`src/rtl/fifo_wr_arbiter.sv`:
```
// Round-robin write-port arbiter: grants one producer at a time for up to BurstLen beats into a shared FIFO.
// Arbitration takes 1 cycle; within a grant, ready/writeEn are combinational and held low while full is high.
module fifo_wr_arbiter #(
   parameter int DataWidth = 64,
   parameter int NumReq    = 4,
   parameter int BurstLen  = 8,
   parameter int IdWidth   = $clog2(NumReq)
) (
   input  logic                          clk,
   input  logic                          rst,
   input  logic [NumReq-1:0]             reqValid,
   input  logic [NumReq*DataWidth-1:0]   reqData,
   output logic [NumReq-1:0]             reqReady,
   input  logic                          full,
   output logic                          writeEn,
   output logic [DataWidth-1:0]          writeData,
   output logic [IdWidth-1:0]            grantId,
   output logic                          busy
);

   localparam int CntWidth = $clog2(BurstLen + 1);

   typedef enum logic {
      IDLE  = 1'b0,
      GRANT = 1'b1
   } state_t;

   state_t                state, next_state;
   logic [IdWidth-1:0]    grant_idx, next_grant_idx;
   logic [IdWidth-1:0]    last_grant, next_last_grant;
   logic [CntWidth-1:0]   beat_cnt, next_beat_cnt;

   logic [DataWidth-1:0]  slice [NumReq];
   logic [IdWidth-1:0]    pick;
   logic                  found;
   logic                  cur_vld;
   logic                  accept;
   int                    cand;

   for (genvar g = 0; g < NumReq; g++) begin : g_slice
      assign slice[g] = reqData[g*DataWidth +: DataWidth];
   end

   // Scan starts one past the last winner so every producer gets a turn.
   always_comb begin
      pick  = '0;
      found = 1'b0;
      cand  = 0;
      for (int i = 0; i < NumReq; i++) begin
         cand = (int'(last_grant) + 1 + i) % NumReq;
         if (!found && reqValid[cand[IdWidth-1:0]]) begin
            found = 1'b1;
            pick  = cand[IdWidth-1:0];
         end
      end
   end

   always_ff @(posedge clk) begin
      if (rst) begin
         state      <= IDLE;
         grant_idx  <= '0;
         last_grant <= IdWidth'(NumReq - 1);
         beat_cnt   <= '0;
      end else begin
         state      <= next_state;
         grant_idx  <= next_grant_idx;
         last_grant <= next_last_grant;
         beat_cnt   <= next_beat_cnt;
      end
   end

   always_comb begin
      next_state      = state;
      next_grant_idx  = grant_idx;
      next_last_grant = last_grant;
      next_beat_cnt   = beat_cnt;
      reqReady        = '0;
      writeEn         = 1'b0;
      writeData       = slice[0];
      grantId         = '0;
      busy            = 1'b0;
      cur_vld         = reqValid[grant_idx];
      accept          = 1'b0;

      case (state)
         IDLE: begin
            if (found) begin
               next_state     = GRANT;
               next_grant_idx = pick;
               next_beat_cnt  = '0;
            end
         end
         GRANT: begin
            accept              = cur_vld && !full;
            reqReady[grant_idx] = accept;
            writeEn             = accept;
            writeData           = slice[grant_idx];
            grantId             = grant_idx;
            busy                = 1'b1;
            if (accept) begin
               next_beat_cnt = beat_cnt + CntWidth'(1);
            end
            // full alone never releases the grant; only a dropped valid or a finished burst does.
            if (!cur_vld || (accept && beat_cnt == CntWidth'(BurstLen - 1))) begin
               next_state      = IDLE;
               next_last_grant = grant_idx;
            end
         end
         default: begin
            next_state = IDLE;
         end
      endcase
   end

endmodule

```
`config.mk`:
```
export PLATFORM = sky130hd
export DESIGN_NAME = fifo_wr_arbiter
export DESIGN_NICKNAME = d
export VERILOG_FILES = /design/src/rtl/fifo_wr_arbiter.sv
export SDC_FILE = /design/constraint.sdc
export NUM_CORES = 1
export LEC_CHECK = 0
export CORE_AREA = 2 2 128 130
export CTS_CLUSTER_SIZE = 16
export DETAILED_ROUTE_END_ITERATION = 10
export DIE_AREA = 0 0 130 132
export PLACE_DENSITY = 0.62
export SLEW_MARGIN = 5
export SYNTH_ARGS = -nofsm -noshare
export SYNTH_HDL_FRONTEND = slang
export SYNTH_SLANG_ARGS = --single-unit
```
`constraint.sdc`:
```
create_clock -name clk -period 2.4 [get_ports clk]
set_input_delay 0.24 -clock clk [delete_from_list [all_inputs] [get_ports clk]]
set_output_delay 0.24 -clock clk [all_outputs]
set_load 0.01 [all_outputs]
```
; Yosys cells after proc, flatten, opt, wreduce, memory -nomap -nowiden
; Cells that the tools add are included.
[totals]
word_cells = 71
ff_bits = 9
input_bits = 263
[op_classes]
muxes = 34
bitwise = 3
n_eq_ne = 3
n_lt_le_gt_ge = 7
add_sub_neg = 5
n_reduce_logical = 15
[op_table]
columns = cell, count
row1 = 64-bit two-way mux, 3
row2 = 64-bit binary-select mux with 2-bit select, 1
row3 = 2-bit by 3-bit < comparator with 1-bit output (second input constant), 5
row4 = 1-bit two-way mux, 14
row5 = 4-bit two-way mux, 3
row6 = 1-bit binary-select mux with 2-bit select, 5
row7 = 2-bit two-way mux, 5
row8 = 4-bit case mux with 2 select lines, 1
row9 = 2-bit adder (second input constant), 3
row10 = 1-bit logical AND, 6
row11 = 2-bit AND reduction, 3
row12 = 1-bit logical NOT, 5
row13 = 4-bit by 1-bit adder with 4-bit output (second input constant), 1
row14 = 4-bit bitwise AND, 1
row15 = 4-bit by 3-bit equality test with 1-bit output (second input constant), 1
row16 = 3-bit >= comparator (second input constant), 1
row17 = 2-bit NOT with 3-bit output, 1
row18 = 2-bit by 1-bit adder with 2-bit output (second input constant), 1
row19 = 1-bit demux with 2-bit select, 1
row20 = 2-bit by 1-bit >= comparator with 1-bit output (second input constant), 1
row21 = 2-bit by 1-bit inequality test with 1-bit output (second input constant), 1
row22 = 2-bit inequality test (second input constant), 1
row23 = 1-bit case mux with 2 select lines, 1
row24 = 1-bit logical OR, 1
row25 = 1-bit NOT, 1

; Logic depth before layout (Yosys ltp)
; Gate-level depths: netlist of run 1.
[logic_depth]
depth_word = 15
depth_mapped = 7
mapped_depth_nobuf = 5

; Worst setup path after synthesis of run 1
; No wires, ideal clock.
[synth_path]
path_kind = register -> output
startpoint = register grant_idx[0]
endpoint = output port writeData[0]
stages_incl_launch_ff = 5
path_buffers = 2
arrival_time_ns = 1.508
setup_slack_ns = 0.652
path_cell_list = dfxtp_1 -> buf_6 -> clkbuf_1 -> mux2_2 -> a221o_1
[synth_via]
elab_chain_cells = 5
[synth_rtl]
columns = item, line_no
row1 = from (decl), 29  ; logic [IdWidth-1:0] grant_idx, next_grant_idx;
row2 = from (signal assigned), 66  ; grant_idx <= next_grant_idx;
row3 = 2-bit NOT with 3-bit output (not written as such), 97  ; writeData = slice[grant_idx];
row4 = 64-bit binary-select mux with 2-bit select, 97
row5 = 64-bit two-way mux (not written as such) (2 in a row), 97
row6 = 64-bit two-way mux, 85  ; case (state)
row7 = to (decl), 16  ; output logic [DataWidth-1:0] writeData,
; No other way between the ends. The select of a mux whose other input is x is not followed.

; Worst setup path after layout of run 1
[layout_path]
startpoint = register grant_idx[0]
endpoint = output port writeData[61]
; Same word-level chain as after synthesis.

==> metrics.txt, run 1 <==
run status=finished clean; number of setup violations in the final report=0; post-synthesis cell count=441; average routed wire per standard cell=18.4 microns; reg2reg end=beat_cnt[0]; placeable core area=15700 sq um; Arrival @ worst endpoint=2.10 ns; cell with the biggest individual delay on the critical path=sky130_fd_sc_hd__clkdlybuf4s50_1; tightest slew margin relative to the limit=61.6%; detailed-route via count=4801; share of the clock period used by the worst path after layout=97.6%; most used cells in the layout excluding fill and tap cells=333 x sky130_fd_sc_hd__clkdlybuf4s50_1, 71 x sky130_fd_sc_hd__nand2_1, 68 x sky130_fd_sc_hd__nand2b_1, 68 x sky130_fd_sc_hd__a21oi_1, 66 x sky130_fd_sc_hd__mux2_2; effective utilization at floorplan=19.7%; count of cells along the worst register-to-register path=5; fraction of the core area covered by cells at the end of the flow=44.1%; clock tree buffer depth=2; Die Outline Area=17200 sq um; Die H=132 microns; most frequent standard cell in the layout excluding fill and tap cells=sky130_fd_sc_hd__clkdlybuf4s50_1; number of nets with antenna violations after routing=0; number of antenna violations at the first check in global routing=0; total of max-cap violations=0; maximum cell stage delay along the critical path=0.50 ns; static leakage=2.49 nW; maximum number of pins on one net before global-route repair=67; row count=46; number of cells on the worst hold path=2; beginning of the worst register-to-register path=grant_idx[0]; reg-to-reg slack, setup=0.65 ns; async set or reset register ratio after synthesis=0%; worst min-delay path class=reg2reg; Warnings, synthesis=0; final setup TNS=0 ns; number of distinct library cells after synthesis=35; Worst setup SP type=register; netlist area before placement=3100 sq um; # clock sinks=9; htree depth=1; net count of the mapped netlist=705; Filler Cell Count=1568; number of synthesized register bits=9; crit-path cells=buf_8, mux2_2, a221o_1, clkdlybuf4s50_1; IO buf count=334; global-route wire length before repair=25.8 mm; CTS tree=yes; GR Util All Layers=18.7%; die extent in x=130 microns; pin slew with the least headroom to its limit=0.570 ns; data required time of the worst path=2.16 ns; Hold Path Origin=beat_cnt[3]; Setup crit end kind=output port; share of layout cells above drive strength 1=12.9%; number of DRC violations after detailed routing=0; Max FO, Critical Path=33; final worst path period need=2.34 ns; clock latency reported for the late side of the worst-skew pair=0.24 ns; power per cell area=358 nW/um^2; synthesis-to-layout area growth=123%; Setup CP Type=reg2out; average cell area after synthesis=7.04 sq um; Hold Vio Cnt, Final=0; timing-limited maximum frequency=0.427 GHz; Antenna diodes=0; number of max-slew violations in the final report=0; sequential fraction of the synthesis area=5.81%; vias per std cell=4.96; CTS Hold Bufs=0; end point of the most critical hold path=beat_cnt[3]; weighted congestion at the end of routability-driven global placement=0.968; maximum resistive drop on vdd=0.233 mV; total length of routed wires=17.8 mm; number of nets at the end of the flow=1017; Final Skew=0.00339 ns; setup repair after global routing missed its margin=no; total grt overflow=0; via count of the first global-routing pass=4816; Root Buffer Master=sky130_fd_sc_hd__clkbuf_16; predominant post-synthesis flop cell=sky130_fd_sc_hd__dfxtp_1; number of enable flip-flop cells after synthesis=0; Pre-antenna DRT Iters=5; Worst-path clk slew=0.04 ns; Iter 0 DRT Violations=216; Num CTS Buffers=3; number of ports placed on the die boundary=335; dpl hpwl=13.2 mm
[timing repair]
action,4_1_cts,5_1_grt
gates cloned,2,1
setup buffers,2,0
resized for setup,1,4
pin swaps,0,0
endpoints found under the setup margin,22,15
[area by class of cell]
type	count	area (sq um)	share of cell area (%)
Timing Repair Buffer	353	3650	52.7
Multi-Input combinational cell	383	2730	39.4
Tap cell	216	270	3.90
Sequential cell	9	185	2.67
Clock buffer	4	78.8	1.14
Inverter	3	11.3	0.162
[synth_stat cells (2+ instances only)]
| master | n | share of area [%] |
|---|---|---|
| sky130_fd_sc_hd__a21oi_1 | 68 | 11 |
| sky130_fd_sc_hd__nand3_1 | 3 | 0.48 |
| sky130_fd_sc_hd__or3_1 | 2 | 0.40 |
| sky130_fd_sc_hd__mux2_2 | 66 | 24 |
| sky130_fd_sc_hd__inv_1 | 3 | 0.36 |
| sky130_fd_sc_hd__mux2i_1 | 4 | 1.3 |
| sky130_fd_sc_hd__nand2_1 | 71 | 8.6 |
| sky130_fd_sc_hd__nand2b_1 | 68 | 14 |
| sky130_fd_sc_hd__nor2_1 | 12 | 1.5 |
| sky130_fd_sc_hd__buf_2 | 12 | 1.9 |
| sky130_fd_sc_hd__clkbuf_1 | 26 | 3.1 |
| sky130_fd_sc_hd__and2_1 | 2 | 0.40 |
| sky130_fd_sc_hd__buf_1 | 7 | 0.85 |
| sky130_fd_sc_hd__dfxtp_1 | 9 | 5.8 |
| sky130_fd_sc_hd__o21ai_0 | 5 | 0.81 |
| sky130_fd_sc_hd__a221o_1 | 64 | 21 |
[stage by stage]
| step | power [mW] | setup WS (ns) | cell area, sq um | instances | hold WS, ns |
|---|---|---|---|---|---|
| final | 2.48 | 0.0570 | 6930 | 968 | 0.489 |
| after global routing | 2.62 | 0.00281 | 6930 | 968 | 0.528 |
| after CTS | 2.48 | 0.0159 | 6880 | 967 | 0.495 |
| after detailed placement | 2.10 | 0.175 | 6710 | 959 | 0.489 |
| after global placement | 2.08 | 0.215 | 6710 | 959 | 0.472 |
| after floorplan | 1.07 | 0.652 | 3100 | 441 | 0.402 |
[layer usage]
layer	routed length (microns)	track usage, %	up-vias
li1	-	-	2274
met1	7090	22.1	2256
met3	1400	3.04	27
met5	0	0	-
met4	364	4.00	0
met2	8930	34.7	244
[worst max path at each step]
stage | end | slack [ns] | startpoint | depth (start not counted)
after CTS | writeData[48] | 0.02 | grant_idx[0] | 4
after floorplan | writeData[0] | 0.65 | grant_idx[0] | 4
after global placement | writeData[39] | 0.21 | grant_idx[0] | 4
after detailed placement | writeData[61] | 0.17 | grant_idx[0] | 4
after global routing | writeData[35] | 0.003 | grant_idx[0] | 6
final | writeData[61] | 0.06 | grant_idx[0] | 4
[where the power goes]
| group | total (mW) | leakage, nW | internal [mW] | switching (mW) |
|---|---|---|---|---|
| sequential | 0.190 | 0.0747 | 0.164 | 0.0262 |
| combinational | 1.99 | 2.38 | 1.23 | 0.759 |
| clock | 0.300 | 0.0382 | 0.222 | 0.0773 |
| total | 2.48 | 2.49 | 1.62 | 0.862 |
[cells by family (layout without fill, tap and decap cells)]
group	count (synthesis)	in the layout	share of synthesized area, %
fa+ha+maj	1	1	0.403
compound gates	147	147	35.2
buf+inv	49	360	6.65
simple gates	165	165	26.7
mux	70	70	25.2
flops	9	9	5.81
[state kept, by name, indices dropped and copies added, names as in the netlist]
signal	flops
grant_idx	2
state	1
last_grant	2
beat_cnt	4
[critical path: cells and delay by family (launching register included)]
kind	cells	cell delay (ns)
buffers and inverters	2	0.74
multiplexers	1	0.37
AO/OA/AOI/OAI	1	0.33
flip-flops	1	0.41
No activity file was read; power rests on OpenSTA's default activity.
==> run 2: changes to the inputs <==
- CAP_MARGIN: unset -> 15
==> results of run 2 <==
No change in the layout: final DEF, timing and power equal those of run 1.
==> run 3: changes to the inputs <==
- CORE_AREA: 2 2 128 130 -> 3 3 129 131
- DIE_AREA: 0 0 130 132 -> 0 0 132 134
==> metrics.txt, run 3 (synthesis gave the netlist of run 1 again) <==
Die Outline Area=17700 sq um (+3.1%); share of layout cells above drive strength 1=12.3% (-0.58 points); final setup TNS=0 ns (unchanged); row count=46 (unchanged); Max FO, Critical Path=60 (+82%); dpl hpwl=13.5 mm (+1.6%); Num CTS Buffers=3 (unchanged); setup bufs post-CTS=0 (-2); average routed wire per standard cell=18.1 microns (-1.3%); final worst path period need=2.39 ns (+0.0519 ns); Comb power frac=80.1% (about the same); clock tree buffer depth=2 (unchanged); GR Util All Layers=18.0% (-0.63 points); vias per std cell=4.87 (-1.7%); # clock sinks=9 (unchanged); register with the most flip-flops=beat_cnt; share of the clock period used by the worst path after layout=99.8% (+2.2 points); Iter 0 DRT Violations=313 (+45%); total of max-cap violations=0 (unchanged); global-route wire length before repair=26.3 mm (+2.2%); worst min-delay path class=reg2reg; Final Skew=0.00273 ns (-0.000664 ns); Switching Fraction=35.0% (+0.21 points); number of ports placed on the die boundary=335 (unchanged); number of max-slew violations in the final report=0 (unchanged); detailed-route via count=4699 (-2.1%); number of antenna violations at the first check in global routing=1 (+1); data required time of the worst path=2.16 ns (about the same); tightest slew margin relative to the limit=68.9% (+7.3 points); number of flip-flops under the largest register name=4 (unchanged); most frequent standard cell in the layout excluding fill and tap cells=sky130_fd_sc_hd__clkdlybuf4s50_1; die extent in x=132 microns (+1.5%); clock latency reported for the late side of the worst-skew pair=0.24 ns (about the same); via count of the first global-routing pass=4740 (-1.6%); clock share of power=12.4% (+0.3 points); Pre-antenna DRT Iters=6 (+1); effective utilization at floorplan=19.7% (unchanged); most used cells in the layout excluding fill and tap cells=334 x sky130_fd_sc_hd__clkdlybuf4s50_1, 71 x sky130_fd_sc_hd__nand2_1, 68 x sky130_fd_sc_hd__nand2b_1, 68 x sky130_fd_sc_hd__a21oi_1, 66 x sky130_fd_sc_hd__mux2_2; htree depth=1 (unchanged); number of nets at the end of the flow=1012 (-0.49%); Arrival @ worst endpoint=2.15 ns (+0.05 ns); Setup CP Type=reg2out; overall power of the completed layout=2.40 mW (-3.1%); maximum resistive drop on vdd=0.199 mV (-15%); maximum number of pins on one net before global-route repair=67 (unchanged); total internal power=1.56 mW (-3.4%); static leakage=2.42 nW (-2.9%); biggest registers after layout=beat_cnt (4), grant_idx (2), last_grant (2); Worst-path clk slew=0.04 ns (about the same); Worst setup SP type=register; synthesis-to-layout area growth=119%; power per cell area=353 nW/um^2 (-1.1%); number of nets with antenna violations after routing=0 (unchanged); total length of routed wires=17.5 mm (-1.7%); Die H=134 microns (+1.5%); placeable core area=15700 sq um (unchanged); sequential fraction of design power=7.5% (-0.2 points); switching power of the nets=0.841 mW (-2.5%); Root Buffer Master=sky130_fd_sc_hd__clkbuf_16; pin slew with the least headroom to its limit=0.462 ns (-0.109 ns); Setup crit end kind=output port; IO buf count=334 (unchanged); total grt overflow=0 (unchanged); number of setup violations in the final report=0 (unchanged); weighted congestion at the end of routability-driven global placement=0.814 (-16%); number of DRC violations after detailed routing=0 (unchanged); timing-limited maximum frequency=0.418 GHz (-2.2%); Hold Vio Cnt, Final=0 (unchanged); CTS tree=yes; setup repair after global routing missed its margin=yes; run status=finished clean
-- run 3: cell types whose count changed in the layout (fill, tap and decap cells not counted) --
cell                              delta
sky130_fd_sc_hd__buf_8               -1
sky130_fd_sc_hd__buf_12              -2
sky130_fd_sc_hd__clkdlybuf4s50_1     +1
sky130_fd_sc_hd__buf_6               +1
sky130_fd_sc_hd__diode_2             +1
sky130_fd_sc_hd__dlymetal6s2s_1      -1
sky130_fd_sc_hd__clkbuf_16           -1
sky130_fd_sc_hd__bufbuf_16           -2
-- run 3: final cells by class --
type / count / area (sq um)
diodes: 1 / 2.50
clock buffers: 4 / 78.8
fillers: 1569 / 8920
inverters: 3 / 11.3
multi-input cells: 383 / 2730
flip-flops and latches: 9 / 185
well taps: 216 / 270
repair buffers: 348 / 3510
-- run 3: final timing paths --
path                            depth (start not counted)  slack, ns       endpoint         start
worst min-delay path                                    2       0.49    beat_cnt[1]   beat_cnt[1]
worst max-delay path                                    4      0.005  writeData[57]  grant_idx[0]
worst max register to register                          5       0.63    beat_cnt[0]  grant_idx[0]
worst min register to register                          2       0.49    beat_cnt[1]   beat_cnt[1]
-- run 3: critical path, cell delays in order, from the launching register on --
cell	delay, ns
sky130_fd_sc_hd__dfxtp_4	0.38
sky130_fd_sc_hd__buf_12	0.25
sky130_fd_sc_hd__mux2_2	0.37
sky130_fd_sc_hd__a221o_1	0.34
sky130_fd_sc_hd__clkdlybuf4s50_1	0.53
-- run 3: metal layers --
| layer | global-route usage (%) | vias to the layer above | share of wire (%) |
|---|---|---|---|
| li1 | - | 2269 | - |
| met1 | 20.5 | 2174 | 39 |
| met2 | 33.4 | 224 | 51 |
| met3 | 4.54 | 32 | 7.3 |
| met4 | 5.08 | 0 | 2.9 |
| met5 | 0 | - | 0 |
-- run 3: power groups by stage --
stage                     logic [mW]  clock network (mW)  registers [mW]
after floorplan                0.895                   0           0.174
after global placement          1.89                   0           0.182
after detailed placement        1.91                   0           0.183
after CTS                       1.93               0.298           0.181
after global routing            2.05               0.310           0.184
final                           1.92               0.298           0.181
-- run 3: timing repair --
| action | CTS | global route |
|---|---|---|
| hold buffers | 0 | 0 |
| endpoints found under the setup margin | 1 | 7 |
| resized for setup | 1 | 2 |
-- run 3: stage by stage --
stage	hold WS, ns	std cells	util (%)	setup slack, ns	instance area (sq um)
after CTS	0.489	963	43.2	0.0211	6790
final	0.488	964	43.3	0.00505	6800
after floorplan	0.402	441	-	0.652	3100
after global routing	0.518	964	43.3	-0.0363	6800
after global placement	0.475	959	42.6	0.250	6700
after detailed placement	0.484	959	42.6	0.207	6700
